===== src/rtl/mul_sequencer.sv =====
// Iterative shift-add multiplier for the EX-stage multiply path.
// Holds the pipeline stall while running and presents a registered 2*WIDTH product with a one-cycle done pulse.
module mul_sequencer #(
    parameter int WIDTH = 32
) (
    input  logic             clk,
    input  logic             reset,
    input  logic             start,
    input  logic             sign,
    input  logic [WIDTH-1:0] op_a,
    input  logic [WIDTH-1:0] op_b,
    input  logic             flush,
    output logic             stall,
    output logic             busy,
    output logic             done,
    output logic [WIDTH-1:0] result_lo,
    output logic [WIDTH-1:0] result_hi
);

    localparam int CNT_W = $clog2(WIDTH) + 1;
    localparam logic [CNT_W-1:0] LAST_STEP = CNT_W'(WIDTH - 1);

    localparam logic [1:0] S_IDLE = 2'd0;
    localparam logic [1:0] S_RUN  = 2'd1;
    localparam logic [1:0] S_FIX  = 2'd2;
    localparam logic [1:0] S_DONE = 2'd3;

    logic [1:0]         state;
    logic [1:0]         state_nxt;
    logic               neg;
    logic [2*WIDTH-1:0] mcand;
    logic [WIDTH-1:0]   mplier;
    logic [2*WIDTH-1:0] acc;
    logic [2*WIDTH-1:0] acc_fixed;
    logic [CNT_W-1:0]   cnt;
    logic               accept;

    // Signed operands are reduced to magnitudes; the most negative value maps onto itself,
    // which is exactly its unsigned magnitude.
    function automatic logic [WIDTH-1:0] mag(input logic [WIDTH-1:0] v, input logic s);
        return (s && v[WIDTH-1]) ? -v : v;
    endfunction

    assign accept    = (state == S_IDLE) && start && !flush;
    assign acc_fixed = neg ? -acc : acc;

    assign stall = accept || (state == S_RUN) || (state == S_FIX);
    assign busy  = (state != S_IDLE);
    assign done  = (state == S_DONE) && !flush;

    // NOTE: every variable assigned in always_comb gets a default first, so no latch is inferred.
    always_comb begin
        state_nxt = state;
        if (flush) begin
            state_nxt = S_IDLE;
        end else begin
            case (state)
                S_IDLE:  if (start) state_nxt = S_RUN;
                S_RUN:   if (cnt == LAST_STEP) state_nxt = S_FIX;
                S_FIX:   state_nxt = S_DONE;
                // start is still high for the same instruction here, so it must not restart.
                S_DONE:  state_nxt = S_IDLE;
                default: state_nxt = S_IDLE;
            endcase
        end
    end

    // NOTE: sequential state uses non-blocking assignments so all registers update from pre-edge values.
    always_ff @(posedge clk or negedge reset) begin
        if (!reset) begin
            state <= S_IDLE;
        end else begin
            state <= state_nxt;
        end
    end

    // NOTE: all datapath registers are plain flops, so they are all reset to a defined zero.
    always_ff @(posedge clk or negedge reset) begin
        if (!reset) begin
            neg       <= 1'b0;
            mcand     <= '0;
            mplier    <= '0;
            acc       <= '0;
            cnt       <= '0;
            result_hi <= '0;
            result_lo <= '0;
        end else if (!flush) begin
            case (state)
                S_IDLE: begin
                    if (start) begin
                        neg    <= sign & (op_a[WIDTH-1] ^ op_b[WIDTH-1]);
                        mcand  <= {{WIDTH{1'b0}}, mag(op_a, sign)};
                        mplier <= mag(op_b, sign);
                        acc    <= '0;
                        cnt    <= '0;
                    end
                end
                S_RUN: begin
                    if (mplier[0]) begin
                        acc <= acc + mcand;
                    end
                    mcand  <= mcand << 1;
                    mplier <= mplier >> 1;
                    cnt    <= cnt + CNT_W'(1);
                end
                S_FIX: begin
                    acc       <= acc_fixed;
                    result_hi <= acc_fixed[2*WIDTH-1:WIDTH];
                    result_lo <= acc_fixed[WIDTH-1:0];
                end
                default: ;
            endcase
        end
    end

endmodule


===== config.mk =====
export PLATFORM = sky130hd
export DESIGN_NAME = mul_sequencer
export DESIGN_NICKNAME = d
export VERILOG_FILES = /design/src/rtl/mul_sequencer.sv
export SDC_FILE = /design/constraint.sdc
export NUM_CORES = 1
export LEC_CHECK = 0
export ABC_AREA = 1
export CORE_MARGIN = 3
export CORE_UTILIZATION = 55
export DETAILED_ROUTE_END_ITERATION = 6
export PLACE_DENSITY = 0.83
export SYNTH_ARGS = -nofsm -noshare
export SYNTH_HDL_FRONTEND = slang
export SYNTH_SLANG_ARGS = --single-unit

===== constraint.sdc =====
create_clock -name clk -period 1.9 [get_ports clk]
set_input_delay 0.38 -clock clk [delete_from_list [all_inputs] [get_ports clk]]
set_output_delay 0.38 -clock clk [all_outputs]
set_load 0.02 [all_outputs]

==> impl_metrics.py, run 1 <==
metrics = {
    "synthesis": {
        "async_flop_share": 1.000,
        "ys_warn_count": 0,
        "avgSynthCellArea_um2": 6.112,
        "netlist_area_um2": 19440,
        "ys_seq_area_frac": 0.3000,
        "post_synth_num_cell_types": 47,
        "synth_flop_cell": "dfrtp_1",
        "synth.net_count": 3322,
        "synth_seq_cells": 233,
        "synthesis.instances": 3180,
        "synth_edf_count": 0,
    },
    "run_status": {
        "stop_stage": "5_1_grt",
        "run_status": "did not finish",
        "error_line": "[ERROR GRT-0232] Routing congestion too high. Check the congestion heatmap in the GUI.",
    },
    "clock_network": {
        "cts_made_buffers": 27,
        "cts_root_buffer": "clkbuf_16",
        "buffer_levels_on_the_longest_clock_path": 3,
        "clock_sinks": 233,
        "cts_htree_levels": 1,
    },
    "grt": {
        "globalRouteOverflowTotal": 4860,
        "grt.total_usage": 1.086,
        "grt_max_degree": 65,
    },
    "floorplan": {
        "vertical_extent_of_the_die_um": 194.0,
        "num_io_pins": 136,
        "initial_utilization": 0.5599,
        "die_width_um": 194.0,
        "std_cell_rows": 68,
    },
    "sta": {
        "timing.repair.worst_endpoint_type": "register data pin",
        "worstEndpointGrtRepair": "acc[46]$_DFFE_PN0P_/D",
    },
    "placed_design": {
        "place.port_buffers": 135,
        "place_inst": 4257,
        "detailedPlacementHpwl_mm": 61.46,
        "gp_congestion": 1.043,
    },
}
==> metrics by stage <==
step	worst slack (ns)	util	setup TNS, ns	cell area (um^2)	hold slack [ns]
after CTS	-0.2476	0.8751	-14.36	30380	0.2769
after detailed placement	-0.4839	0.7356	-49.15	25530	0.2642
after global placement	-0.4226	0.7356	-38.85	25530	0.2607
after floorplan	-0.01249	-	-0.01249	19460	0.08441
==> metal layers <==
metal  GRT overflow  GRT usage
met5             12     0.5109
met4            814      1.154
met2           3856      1.484
met1            101     0.9369
met3             77     0.8228
==> synthesized netlist by cell type (3+ instances only) <==
| cell type | instances | share of area |
|---|---|---|
| buf_6 | 3 | 0.0017 |
| clkbuf_1 | 40 | 0.0077 |
| ha_1 | 72 | 0.046 |
| nor3_1 | 29 | 0.0075 |
| a31oi_1 | 8 | 0.0026 |
| o31ai_1 | 3 | 0.0012 |
| nand3b_1 | 16 | 0.0062 |
| o21ai_2 | 3 | 0.0014 |
| o221ai_1 | 21 | 0.0095 |
| o21bai_1 | 11 | 0.0042 |
| nor3b_1 | 3 | 0.0012 |
| o22ai_1 | 37 | 0.012 |
| buf_1 | 4 | 0.00077 |
| inv_1 | 495 | 0.096 |
| nor2_1 | 327 | 0.063 |
| inv_2 | 10 | 0.0019 |
| o21ai_1 | 26 | 0.0067 |
| dfrtp_1 | 233 | 0.30 |
| buf_4 | 7 | 0.0027 |
| nor2_4 | 6 | 0.0035 |
| o211ai_1 | 31 | 0.012 |
| nand4_1 | 41 | 0.013 |
| o21ai_0 | 132 | 0.034 |
| or2_2 | 7 | 0.0023 |
| buf_2 | 27 | 0.0070 |
| nand2_2 | 10 | 0.0032 |
| xor2_1 | 56 | 0.025 |
| a21oi_1 | 118 | 0.030 |
| a22oi_1 | 7 | 0.0027 |
| nand3_1 | 226 | 0.058 |
| nand3_2 | 5 | 0.0026 |
| nor2_2 | 11 | 0.0035 |
| nand2_1 | 1125 | 0.22 |
| nor4_1 | 6 | 0.0019 |
| xnor2_1 | 9 | 0.0041 |
==> timing repair <==
action / 4_1_cts
setup endpoints to repair: 218
setup buffers: 90
endpoints found under the hold margin: 58
gates cloned: 11
hold buffers: 1
pin swaps: 225
gates resized for setup: 827
==> cell families after synthesis <==
| logic type | Yosys count | share of synthesized area |
|---|---|---|
| xor+xnor | 65 | 0.02929 |
| compound gates | 404 | 0.1195 |
| fa+ha+maj | 73 | 0.04738 |
| flops | 233 | 0.3000 |
| simple gates | 1819 | 0.3865 |
| buf+inv | 586 | 0.1174 |
==> run 2: changes to the inputs <==
--- a/config.mk
+++ b/config.mk
@@ -7,9 +7,9 @@
 export LEC_CHECK = 0
 export ABC_AREA = 1
 export CORE_MARGIN = 3
-export CORE_UTILIZATION = 55
+export CORE_UTILIZATION = 40
 export DETAILED_ROUTE_END_ITERATION = 6
-export PLACE_DENSITY = 0.83
+export PLACE_DENSITY_LB_ADDON = 0.15
 export SYNTH_ARGS = -nofsm -noshare
 export SYNTH_HDL_FRONTEND = slang
 export SYNTH_SLANG_ARGS = --single-unit
==> constraint.sdc (replaced) <==
create_clock -name clk -period 2.45 [get_ports clk]
set_input_delay 0.49 -clock clk [delete_from_list [all_inputs] [get_ports clk]]
set_output_delay 0.49 -clock clk [all_outputs]
set_load 0.02 [all_outputs]
==> impl_metrics.py, run 2 <==
metrics = {
    "sta": {
        "worst_clock_skew_ns": 0.02110,
        "final.hold.worst_slack_ns": 0.4753,
        "setup_viol_count_final": 0,
        "timing.final.max_slew_violations": 0,
        "layout_worst_path_cycle_share": 0.9721,
        "finalWorstPathRequiredPeriod_ns": 2.382,
        "timing.fmax_mhz": 419.9,
        "finalHoldViolations": 0,
        "worstMarginPinSlew_ns": 0.7935,
        "timing.max_slew.rel_slack": 0.4654,
    },
    "synthesis": {
        "ys_seq_area_frac": 0.3000,
        "synth.net_count": 3322,
        "post_synth_num_cell_types": 47,
        "synth_seq_cells": 233,
        "synth_edf_count": 0,
        "avgSynthCellArea_um2": 6.112,
        "dominant_cells_by_area_after_synthesis": "dfrtp_1 30%, nand2_1 22%, inv_1 9.6%, nor2_1 6.3%, nand3_1 5.8%",
        "synthesis.instances": 3180,
        "synth_flop_cell": "dfrtp_1",
        "synth_commonest_cells": "1125 x nand2_1, 495 x inv_1, 327 x nor2_1",
        "yosysTopAreaCellShare": 0.3000,
        "ys_warn_count": 0,
        "netlist_area_um2": 19440,
        "async_flop_share": 1.000,
        "synthMostInstantiatedCell": "nand2_1",
        "yosysTopAreaCell": "dfrtp_1",
    },
    "clock_network": {
        "cts_made_buffers": 29,
        "cts_root_buffer": "clkbuf_16",
        "clock_sinks": 233,
        "cts_htree_levels": 1,
        "buffer_levels_on_the_longest_clock_path": 3,
        "clock_insertion_delay_worst_skew_ns": 0.58,
        "tritoncts": "yes",
        "clk_transition_reported_paths_ns": 0.06,
    },
    "grt": {
        "grt_antenna_before_repair": 4,
        "grt_pass1_wl_mm": 115.8,
        "globalRouteOverflowTotal": 0,
        "grt.total_usage": 0.2930,
        "grt_max_degree": 84,
        "via_count_of_the_first_global_routing_pass": 19980,
    },
    "setup_path": {
        "timing.critical_path.cells": "inv_2 -> ha_2 -> inv_2 -> clkdlybuf4s50_1",
        "setup.worst_path.class": "reg -> out",
        "worstPathRequired_ns": 1.96,
        "worst_setup_path_endpoint": "busy",
        "setup.reg_to_reg.worst_slack_ns": 0.13,
        "endpoint_kind": "primary output",
        "worst_r2r_path_depth": 17,
        "timing.critical_path.from_type": "flip-flop",
        "critical_r2r_launch": "acc[0]",
        "crit_start": "state[0]",
        "crit_fanout": 3,
        "cp_most_frequent_cell": "inv_2",
        "r2r_end": "acc[54]",
        "slowest_stage_cell_crit_path": "clkdlybuf4s50_1",
        "worst_path_largest_cell_delay_ns": 0.62,
        "timing.critical_path.arrival_ns": 1.89,
    },
    "floorplan": {
        "die_width_um": 226.4,
        "coreArea_um2": 47850,
        "vertical_extent_of_the_die_um": 226.4,
        "die-area_um2": 51280,
        "num_io_pins": 136,
        "initial_utilization": 0.4063,
        "std_cell_rows": 80,
    },
    "finish": {
        "layout_top_registers": "acc: 64 flops, mcand: 64 flops",
        "flow.area_growth_from_synthesis_pct": 26.04,
        "drive_gt1_frac": 0.1224,
        "ant_diodes": 0,
        "instances_no_fill": 4128,
        "mostFrequentLayoutCells": "1110 x nand2_1, 490 x inv_1, 301 x nor2_1, 228 x dfrtp_1, 214 x nand3_1",
        "nets": 3633,
        "mostFrequentLayoutCell": "nand2_1",
    },
    "placed_design": {
        "detailedPlacementHpwl_mm": 62.84,
        "place.port_buffers": 135,
        "gp_congestion": 0.9782,
        "place_inst": 4066,
    },
    "route": {
        "drt_wl_total_mm": 75.79,
        "detailedRoute.firstPassIterationCount": 6,
        "drtAntennaViolNets": 0,
        "wire_per_inst_um": 18.36,
        "vias_after_detailed_routing": 21290,
        "drc": 0,
        "viasPerCell": 5.158,
        "first_iter_violations": 1824,
    },
    "power_and_ir_drop": {
        "irDropWorstVdd_mv": 1.385,
        "total_power_uw": 35380,
        "power_density_nw_per_um2": 1444,
        "power_leakage_uw": 0.01324,
    },
    "hold_path": {
        "hold_path.class": "reg -> reg",
        "holdCritStartpoint": "result_hi[8]",
    },
    "flow_run": {
        "cap_violations": 0,
    },
    "run_status": {
        "run_status": "finished, final reports clean",
    },
}
[run 2: stage by stage]
step / setup slack [ns] / instance area, um^2 / utilization / TNS [ns]
after detailed placement: -0.06902 / 22980 / 0.4802 / -0.2410
after floorplan: 0.3965 / 19440 / - / 0
final: 0.06842 / 24500 / 0.5121 / 0
after global routing: -0.02990 / 24500 / 0.5121 / -0.1231
after CTS: 0.01701 / 23980 / 0.5012 / 0
after global placement: -0.06302 / 22980 / 0.4802 / -0.07390
[run 2: worst min-delay path by stage]
stage | end | slack [ns] | depth (start not counted)
after floorplan | acc[0] | 0.19 | 0
after global placement | mplier[16] | 0.46 | 2
after detailed placement | result_lo[26] | 0.46 | 2
after CTS | result_lo[26] | 0.48 | 2
after global routing | result_hi[24] | 0.50 | 2
final | result_hi[8] | 0.48 | 2
[run 2: final cells by class]
| type | instances | area, um^2 |
|---|---|---|
| timing repair buffer | 361 | 3222 |
| multi-input combinational | 2361 | 11810 |
| clock inverter | 14 | 160.2 |
| inverter | 505 | 1896 |
| tap | 615 | 769.5 |
| fill | 5054 | 23350 |
| clock buffer | 39 | 803.3 |
| sequential | 233 | 5837 |
[run 2: cells by family after synthesis]
logic type      synth area share
flops                     0.3000
xor+xnor                 0.02929
simple gates              0.3865
compound gates            0.1195
fa+ha+maj                0.04738
buf+inv                   0.1174
[run 2: repair_timing]
item | CTS | global route
setup endpoints to repair | 7 | 44
pin swaps | 0 | 4
setup buffers | 3 | 5
hold buffers | 1 | 0
hold endpoints to repair | 62 | 0
resized for setup | 10 | 111
[run 2: per-layer routing]
metal | routed length [um] | GRT usage | up-vias
met2 | 31870 | 0.4454 | 675
met5 | 51 | 0 | -
met3 | 5673 | 0.05412 | 104
met1 | 35780 | 0.4252 | 9791
li1 | - | - | 10720
met4 | 2423 | 0.08271 | 8
[run 2: where the power goes]
group / total (uW) / internal, uW / switching (uW)
logic: 24600 / 8710 / 15900
registers: 6420 / 5190 / 1230
clock network: 4340 / 2610 / 1730
total: 35400 / 16500 / 18900
[run 2: critical path: cells and delay by family (launching register included)]
| family | cells | cell delay (ns) |
|---|---|---|
| fa+ha+maj | 1 | 0.18 |
| buf+inv | 3 | 0.78 |
| flops | 1 | 0.36 |
No activity file was read; power rests on OpenSTA's default activity.
